### config.mk
export PLATFORM = sky130hd
export DESIGN_NAME = lif_integrate
export DESIGN_NICKNAME = d
export VERILOG_FILES = /design/src/rtl/lif_integrate.sv
export SDC_FILE = /design/constraint.sdc
export NUM_CORES = 1
export LEC_CHECK = 0
export ABC_CLOCK_PERIOD_IN_PS = 2600
export CAP_MARGIN = 0
export CORE_ASPECT_RATIO = 2
export CORE_MARGIN = 2
export CORE_UTILIZATION = 53
export DETAILED_ROUTE_END_ITERATION = 10
export PLACE_DENSITY = 0.78
export SLEW_MARGIN = 10
export SYNTH_ARGS = -nofsm -noshare
export SYNTH_HDL_FRONTEND = slang
export SYNTH_SLANG_ARGS = --single-unit
### constraint.sdc
create_clock -name clk -period 2.6 [get_ports clk]
set_input_delay 0.26 -clock clk [delete_from_list [all_inputs] [get_ports clk]]
set_output_delay 0.26 -clock clk [all_outputs]
set_load 0.05 [all_outputs]
### src/rtl/lif_integrate.sv
// Leaky integrate stage for one SNN layer: leak, accumulate weighted input spikes,
// hand potentials to lateral inhibition, then apply winner reset / loser inhibition.
module lif_integrate #(
  parameter int N1 = 4,
  parameter int N2 = 3,
  parameter int W = 24,
  parameter int WW = 8,
  parameter int LEAK_SHIFT = 3,
  parameter int INHIB = 16,
  parameter int LI_TIMEOUT = 255,
  localparam int AW = (N1 > 1) ? $clog2(N1) : 1,
  localparam int TW = $clog2(LI_TIMEOUT + 1)
) (
  input  logic              clk,
  input  logic              rst,
  input  logic              start_step,
  input  logic [N1-1:0]     spikes_in,
  output logic [AW-1:0]     w_addr,
  output logic              w_rd,
  input  logic [N2*WW-1:0]  w_data,
  output logic [N2*W-1:0]   potentials,
  output logic              start_li,
  input  logic [N2-1:0]     won_lost,
  input  logic              valid_li,
  input  logic              first_spike,
  output logic [N2-1:0]     spike_out,
  output logic              done_step,
  output logic              busy,
  output logic              li_err,
  output logic [2:0]        dbg_state
);

  // Handshake with lateral inhibition: start_li is a one-cycle request issued in FIRE;
  // the first valid_li seen in WAIT_LI is the verdict, valid_li in any other state is ignored.
  typedef enum logic [2:0] {
    S_IDLE, S_LEAK, S_SCAN, S_DRAIN, S_FIRE, S_WAIT, S_UPDATE
  } state_t;

  state_t          state_q, state_d;
  logic [N1-1:0]   spikes_q, spikes_d;
  logic [AW-1:0]   scan_q, scan_d;
  logic [TW-1:0]   to_cnt_q, to_cnt_d;
  logic            acc_en_q, acc_en_d;
  logic [N2-1:0]   wl_q, wl_d;
  logic            fs_q, fs_d;
  logic [N2-1:0]   spike_out_q, spike_out_d;
  logic            li_err_q, li_err_d;
  logic [W-1:0]    pot_q [N2];
  logic [W-1:0]    pot_d [N2];
  logic            scan_last;
  logic            timeout;

  function automatic logic [W-1:0] leak(input logic [W-1:0] p);
    if (LEAK_SHIFT == 0) return p;
    return p - (p >> LEAK_SHIFT);
  endfunction

  function automatic logic [W-1:0] sat_add(input logic [W-1:0] p, input logic [WW-1:0] w);
    logic [W:0] s;
    s = {1'b0, p} + (W+1)'(w);
    return s[W] ? {W{1'b1}} : s[W-1:0];
  endfunction

  function automatic logic [W-1:0] inhibit(input logic [W-1:0] p);
    return (p > W'(INHIB)) ? p - W'(INHIB) : '0;
  endfunction

  assign scan_last = (scan_q == AW'(N1 - 1));
  assign timeout   = (state_q == S_WAIT) && !valid_li && (to_cnt_q == TW'(LI_TIMEOUT - 1));

  always_ff @(posedge clk) begin
    if (rst) begin
      state_q     <= S_IDLE;
      spikes_q    <= '0;
      scan_q      <= '0;
      to_cnt_q    <= '0;
      acc_en_q    <= 1'b0;
      wl_q        <= '0;
      fs_q        <= 1'b0;
      spike_out_q <= '0;
      li_err_q    <= 1'b0;
      for (int k = 0; k < N2; k++) pot_q[k] <= '0;
    end else begin
      state_q     <= state_d;
      spikes_q    <= spikes_d;
      scan_q      <= scan_d;
      to_cnt_q    <= to_cnt_d;
      acc_en_q    <= acc_en_d;
      wl_q        <= wl_d;
      fs_q        <= fs_d;
      spike_out_q <= spike_out_d;
      li_err_q    <= li_err_d;
      for (int k = 0; k < N2; k++) pot_q[k] <= pot_d[k];
    end
  end

  always_comb begin
    state_d = state_q;
    case (state_q)
      S_IDLE:   if (start_step) state_d = S_LEAK;
      S_LEAK:   state_d = S_SCAN;
      S_SCAN:   if (scan_last) state_d = S_DRAIN;
      S_DRAIN:  state_d = S_FIRE;
      S_FIRE:   state_d = S_WAIT;
      S_WAIT: begin
        if (valid_li)     state_d = S_UPDATE;
        else if (timeout) state_d = S_IDLE;
      end
      S_UPDATE: state_d = S_IDLE;
      default:  state_d = S_IDLE;
    endcase
  end

  always_comb begin
    w_rd      = (state_q == S_SCAN);
    w_addr    = w_rd ? scan_q : '0;
    start_li  = (state_q == S_FIRE);
    done_step = (state_q == S_UPDATE) || timeout;
    busy      = (state_q != S_IDLE);
    spike_out = spike_out_q;
    li_err    = li_err_q;
    dbg_state = state_q;
  end

  // Row j is read in SCAN cycle j and added one cycle later; DRAIN absorbs the last row.
  always_comb begin
    spikes_d    = spikes_q;
    scan_d      = scan_q;
    to_cnt_d    = to_cnt_q;
    acc_en_d    = 1'b0;
    wl_d        = wl_q;
    fs_d        = fs_q;
    spike_out_d = spike_out_q;
    li_err_d    = li_err_q;
    for (int k = 0; k < N2; k++) pot_d[k] = pot_q[k];
    case (state_q)
      S_IDLE: begin
        spikes_d = spikes_in;
        scan_d   = '0;
        to_cnt_d = '0;
      end
      S_LEAK: for (int k = 0; k < N2; k++) pot_d[k] = leak(pot_q[k]);
      S_SCAN: begin
        acc_en_d = spikes_q[scan_q];
        if (!scan_last) scan_d = scan_q + 1'b1;
      end
      S_WAIT: begin
        to_cnt_d = to_cnt_q + 1'b1;
        if (valid_li) begin
          wl_d = won_lost;
          fs_d = first_spike;
        end else if (timeout) begin
          li_err_d    = 1'b1;
          spike_out_d = '0;
        end
      end
      S_UPDATE: begin
        if (fs_q) begin
          for (int k = 0; k < N2; k++) pot_d[k] = wl_q[k] ? '0 : inhibit(pot_q[k]);
          spike_out_d = wl_q;
        end else begin
          spike_out_d = '0;
        end
      end
      default: ;
    endcase
    if (acc_en_q)
      for (int k = 0; k < N2; k++) pot_d[k] = sat_add(pot_q[k], w_data[k*WW +: WW]);
  end

  for (genvar k = 0; k < N2; k++) begin : g_pot
    assign potentials[k*W +: W] = pot_q[k];
  end

endmodule

* Yosys cells after proc, flatten, opt, wreduce, memory -nomap -nowiden
Memories as Yosys holds them, arrays and structs flattened.
Index checks and enable logic that the tools add are counted.
** Cells by class
- Magnitude comparators :: 4
- Equality and inequality tests :: 14
- Bitwise gates (word level) :: 5
- Reduce and logical (&&, ||, !) cells :: 15
- Add/sub/neg operators :: 11
- Muxes and demuxes :: 32
** Operator list (number)
- 24-bit two-way mux :: 12
- 72-bit two-way mux :: 2
- 72-bit case mux with 2 select lines :: 1
- 24-bit by 8-bit adder with 25-bit output :: 3
- 24-bit by 5-bit > comparator with 1-bit output (second input constant) :: 3
- 24-bit by 21-bit subtractor with 24-bit output :: 3
- 24-bit by 5-bit subtractor with 24-bit output (second input constant) :: 3
- 3-bit two-way mux :: 6
- 3-bit case mux with 6 select lines :: 1
- 8-bit case mux with 2 select lines :: 1
- 3-bit equality test (second input constant) :: 3
- 3-bit AND reduction :: 3
- 8-bit by 1-bit adder with 8-bit output (second input constant) :: 1
- 8-bit equality test (second input constant) :: 1
- 2-bit != test (second input constant) :: 4
- 3-bit by 2-bit equality test with 1-bit output (second input constant) :: 2
- 3-bit case mux with 2 select lines :: 1
- 2-bit nonzero test :: 3
- 1-bit two-way mux :: 4
- 2-bit two-way mux :: 2
- 2-bit case mux with 2 select lines :: 1
- 2-bit AND reduction :: 2
- 3-bit by 1-bit equality test with 1-bit output (second input constant) :: 1
- 3-bit zero test :: 1
- 13 further kinds :: 17
** Word-level totals
- Input port bits :: 36
- Memory bits (writable) :: 72
- Output and inout port bits :: 85
- Register bits after elaboration :: 26
- Memories kept :: 1
- Word-level logic and storage cells :: 91
** Memories
- pot_q :: depth 3, width 24, read ports 3, clocked after Yosys merged registers in 0, wr ports 3, RTL line 48 : logic [W-1:0] pot_q [N2];

* Depth between registers and ports, before layout
- Depth after elaboration :: 7
- Gate-level depth with buffers :: 12
- Mapped depth without buffers :: 11

* Worst setup path before layout
Ideal clock, no wire load.
- Path type :: reg2reg
- From :: memory pot_q[0][8]
- To :: memory pot_q[0][23]
- Clock period less this slack :: 3.278 ns
- Path slack :: -0.678 ns
- Cell stages (with the launch flop) :: 12
- Buffers on the path :: 1
- Arrival :: 3.204 ns
- Required time :: 2.526 ns
- Library setup time :: 0.074 ns
- Cells stage by stage :: dfxtp_1 -> buf_2 -> inv_1 -> ha_1 -> a31o_2 -> a21oi_1 -> nor2_1 -> o41a_1 -> o41ai_4 -> o211ai_1 -> a2111o_1 -> a31oi_1
** RTL lines (RTL line)
- from (decl) :: 48

==> metrics.md <==
| Metric | Value |
|---|---|
| Die Wd | `108 µm` |
| Failing checks | `setup timing` |
| Total negative setup slack | `-4400 ps` |
| Die Y | `212 µm` |
| Critical-path top delay cell | `o41ai_4` |
| Yosys warnings | `0` |
| Post-Synth XOR/XNOR Area | `6.08%` |
| Inst Count DP | `2274` |
| Asr flop ratio synth | `0%` |
| # diodes | `0` |
| Initial antenna violation count | `0` |
| Root buffer cell | `clkbuf_16` |
| Synthesized flop and latch total | `98` |
| Reg clk slew, reported paths | `80 ps` |
| Max Cap Viol | `0` |
| PnR worst setup slack | `-393 ps` |
| Crit end category | `flip-flop` |
| Final count of hold timing violations | `0` |
| Seq/Total Area, Yosys | `17.0%` |
| Hold_buf cts | `0` |
| Cell variety after synth | `88` |
| Final setup fails | `32` |
| Max Fclk | `0.334 GHz` |
| Clock Latency Late Sink | `380 ps` |
| GRT overflow | `0` |
| Avg Cell Area, Syn | `7.11 µm²` |
| Routed via count | `16211` |
| Unrepaired setup endpoints after global routing | `yes` |
| Initial core utilization | `53.8%` |
| Synth Area in Simple Gates | `25.0%` |
| Dpl hpwl | `37.5 mm` |
| Wire length per cell | `23.4 µm` |
| WS Path Type | `flip-flop to flip-flop` |
| Synth Flop Type | `dfxtp_1` |
| Final RePlAce weighted congestion | `1.04` |
| Peak supply drop | `1390 µV` |
| Cell row count | `76` |
| # IOs | `121` |
| Number of synthesized flops with an enable pin | `0` |
| First-pass GRT wire length | `79.3 mm` |
| Top-count cell post-synth | `a21oi_1` |
| Vias in the first global route | `approximately 16000` |
| Total wire length | `54.8 mm` |
| Post-Syn Instances | `1621` |
| # nets final | `2205` |
| Gate power share | `82.2%` |
| TritonCTS buffer count | `9` |
| Max-slew violations | `0` |
| Core Region | `0.0214 mm²` |
| Commonest cells post-synth | `162 x a21oi_1, 146 x nor2_1, 111 x nand2_1` |
| Worst setup SP type | `flip-flop` |
| Rel. slew slack | `a little over half` |
| Switching share of total power | `50.2%` |
| CTS tree | `done` |
| Sequential share of power | `10.6%` |
| Clock skew | `10.1 ps` |
| Status | `finished with violations` |
| Layout Cells excl Fill | `2345` |
| Top post-synthesis cells by area | `dfxtp_1 17%, ha_1 10%, a21oi_1 7.0%, nor2_1 4.8%, o21ai_0 4.5%` |
| Largest net degree at the start of global routing | `41` |
| Post-synthesis mux area share | `1.92%` |
| Class of the worst hold path | `input port to flip-flop` |
| Synth Cell Area | `0.0115 mm²` |
| DRT iter0 DRCs | `1623` |
| Int Power | `9.99 mW` |
| Least-Margin Pin Slew | `between 600 and 700 ps` |
| Tmin final | `2990 ps` |
| DRC violations left | `0` |
| Syn nets | `1759` |
| Antenna viol nets, final | `0` |
| Max Root-Sink Buffers | `2` |
| CTS Sinks | `98` |
| Crit path DAT | `between 3000 and 4000 ps` |
| Drt via density | `between 6 and 7` |
| CP max FO | `5` |
| Yosys top cell area share | `17.0%` |
| Tcrit/Tclk final | `115%` |
| Max stage delay on crit path | `550 ps` |
| Layout area overhead | `53.9%` |
| Synth area leader | `dfxtp_1` |
| Overall Global Routing Usage | `44.1%` |
| Port Buffers | `120` |
| Critical Path RT | `2910 ps` |
| Die ar. | `0.0230 mm²` |
| CP Cell Sequence | `buf_6, ha_4, a31o_4, a21oi_4, nor2_2, o41a_1, o41ai_4, o211ai_1, a2111o_1, a31oi_1` |
| First-pass DRT Iterations | `6` |
| Power per cell area | `1130 mW/mm²` |
| Post-synthesis adder-cell area fraction | `11.5%` |
| Max H-tree Level | `3` |
| Share of layout cells above drive strength 1 | `34.1%` |
| Largest family of logic cells by synthesized area | `compound AO/OA/AOI/OAI gates` |
| Clock Power Share | `7.2%` |
| Post-synthesis compound-gate area fraction | `~32%` |
| P_sw | `10.1 mW` |
| Static Leak | `7.25 nW` |
-- registers in the layout (all words and copies together), names as in the netlist --
register and cells:
spikes_q 4, pot_q 72, spike_out 3, fs_q 1
li_err 1, to_cnt_q 8, acc_en_q 1, scan_q 2
dbg_state 3, wl_q 3
-- final timing paths --
path	endpoint	slack (ps)	startpoint	depth (start not counted)
max	pot_q[0][23]	-390	pot_q[0][4]	10
min	pot_q[0][71]	380	rst	2
max reg2reg	pot_q[0][23]	-390	pot_q[0][4]	10
min reg2reg	spikes_q[0]	460	spikes_q[0]	2
-- critical path: cells and delay by family, from the launching register on --
kind / cells / cell delay, ps
DFF: 1 / 360
buffers and inverters: 1 / 120
adders and majority gates: 1 / 250
and+or+nand+nor: 1 / 70
AOI/OAI and AO/OA: 7 / 2100
-- timing repair --
action,CTS,global route
buffers inserted,24,35
cloned,0,2
endpoints found under the setup margin,38,54
resized for setup,99,172
pin swaps,61,103
-- per-layer routing --
metal | up-vias | track usage (%) | wire length [µm]
met4 | 0 | 37.4 | 6080
met1 | 7490 | 44.9 | 17400
li1 | 7000 | - | -
met5 | - | 0 | 0
met2 | 1207 | 76.3 | 26500
met3 | 514 | 7.85 | 4910
-- placed cells by master, fill, tap and decap left out, types with 18 or more instances in the layout --
cell type / count
ha_1: 70
xnor2_1: 56
a31oi_1: 25
clkdlybuf4s50_1: 117
dfxtp_2: 33
o21a_1: 25
inv_1: 83
nand3_1: 57
and3_1: 19
a21o_1: 32
nor3_1: 64
nand2_1: 106
ha_4: 20
nor2_1: 139
o21ai_1: 19
dfxtp_4: 27
o21ai_0: 80
o211ai_1: 21
mux2i_1: 20
buf_4: 372
xor2_1: 21
a21oi_1: 137
dfxtp_1: 38
buf_6: 28
nor4_1: 23
nand4_1: 18
-- metrics by stage --
step	area, µm²	setup slack [ps]	utilization (%)	total power, mW	hold WS, ps
2_1_floorplan	11900	-211	-	10.4	396
3_3_place_gp	15600	-687	73.1	15.0	438
3_5_place_dp	15600	-781	73.1	15.2	443
4_1_cts	16700	-275	78.0	17.9	343
5_1_grt	17700	-439	82.8	21.0	405
6_report	17700	-393	82.8	20.0	381
-- cell type report --
cell class	count	area (µm²)
Inverter	92	353
Fill cell	1359	3670
Timing Repair Buffer	523	4410
Sequential cell	98	2100
Tap cell	273	342
Multi-Input combinational cell	1343	10200
Clock buffer	9	225
Clock inverter	7	68.8
-- logic make-up after synthesis --
family	Yosys count
XOR/XNOR	80
flip-flops	98
AND/OR/NAND/NOR	574
multiplexers	22
buffers and inverters	180
adder cells (fa/ha/maj)	102
AO/OA/AOI/OAI	565
-- power by group through the flow --
stage	Combinational (mW)	Clock, mW	Sequential [mW]
finish	16.5	1.44	2.13
global route	17.4	1.48	2.15
CTS	14.4	1.43	2.11
detailed placement	13.1	0	2.14
global placement	12.8	0	2.14
floorplan	7.44	0	2.95
Power figures use the tool's default switching activity.
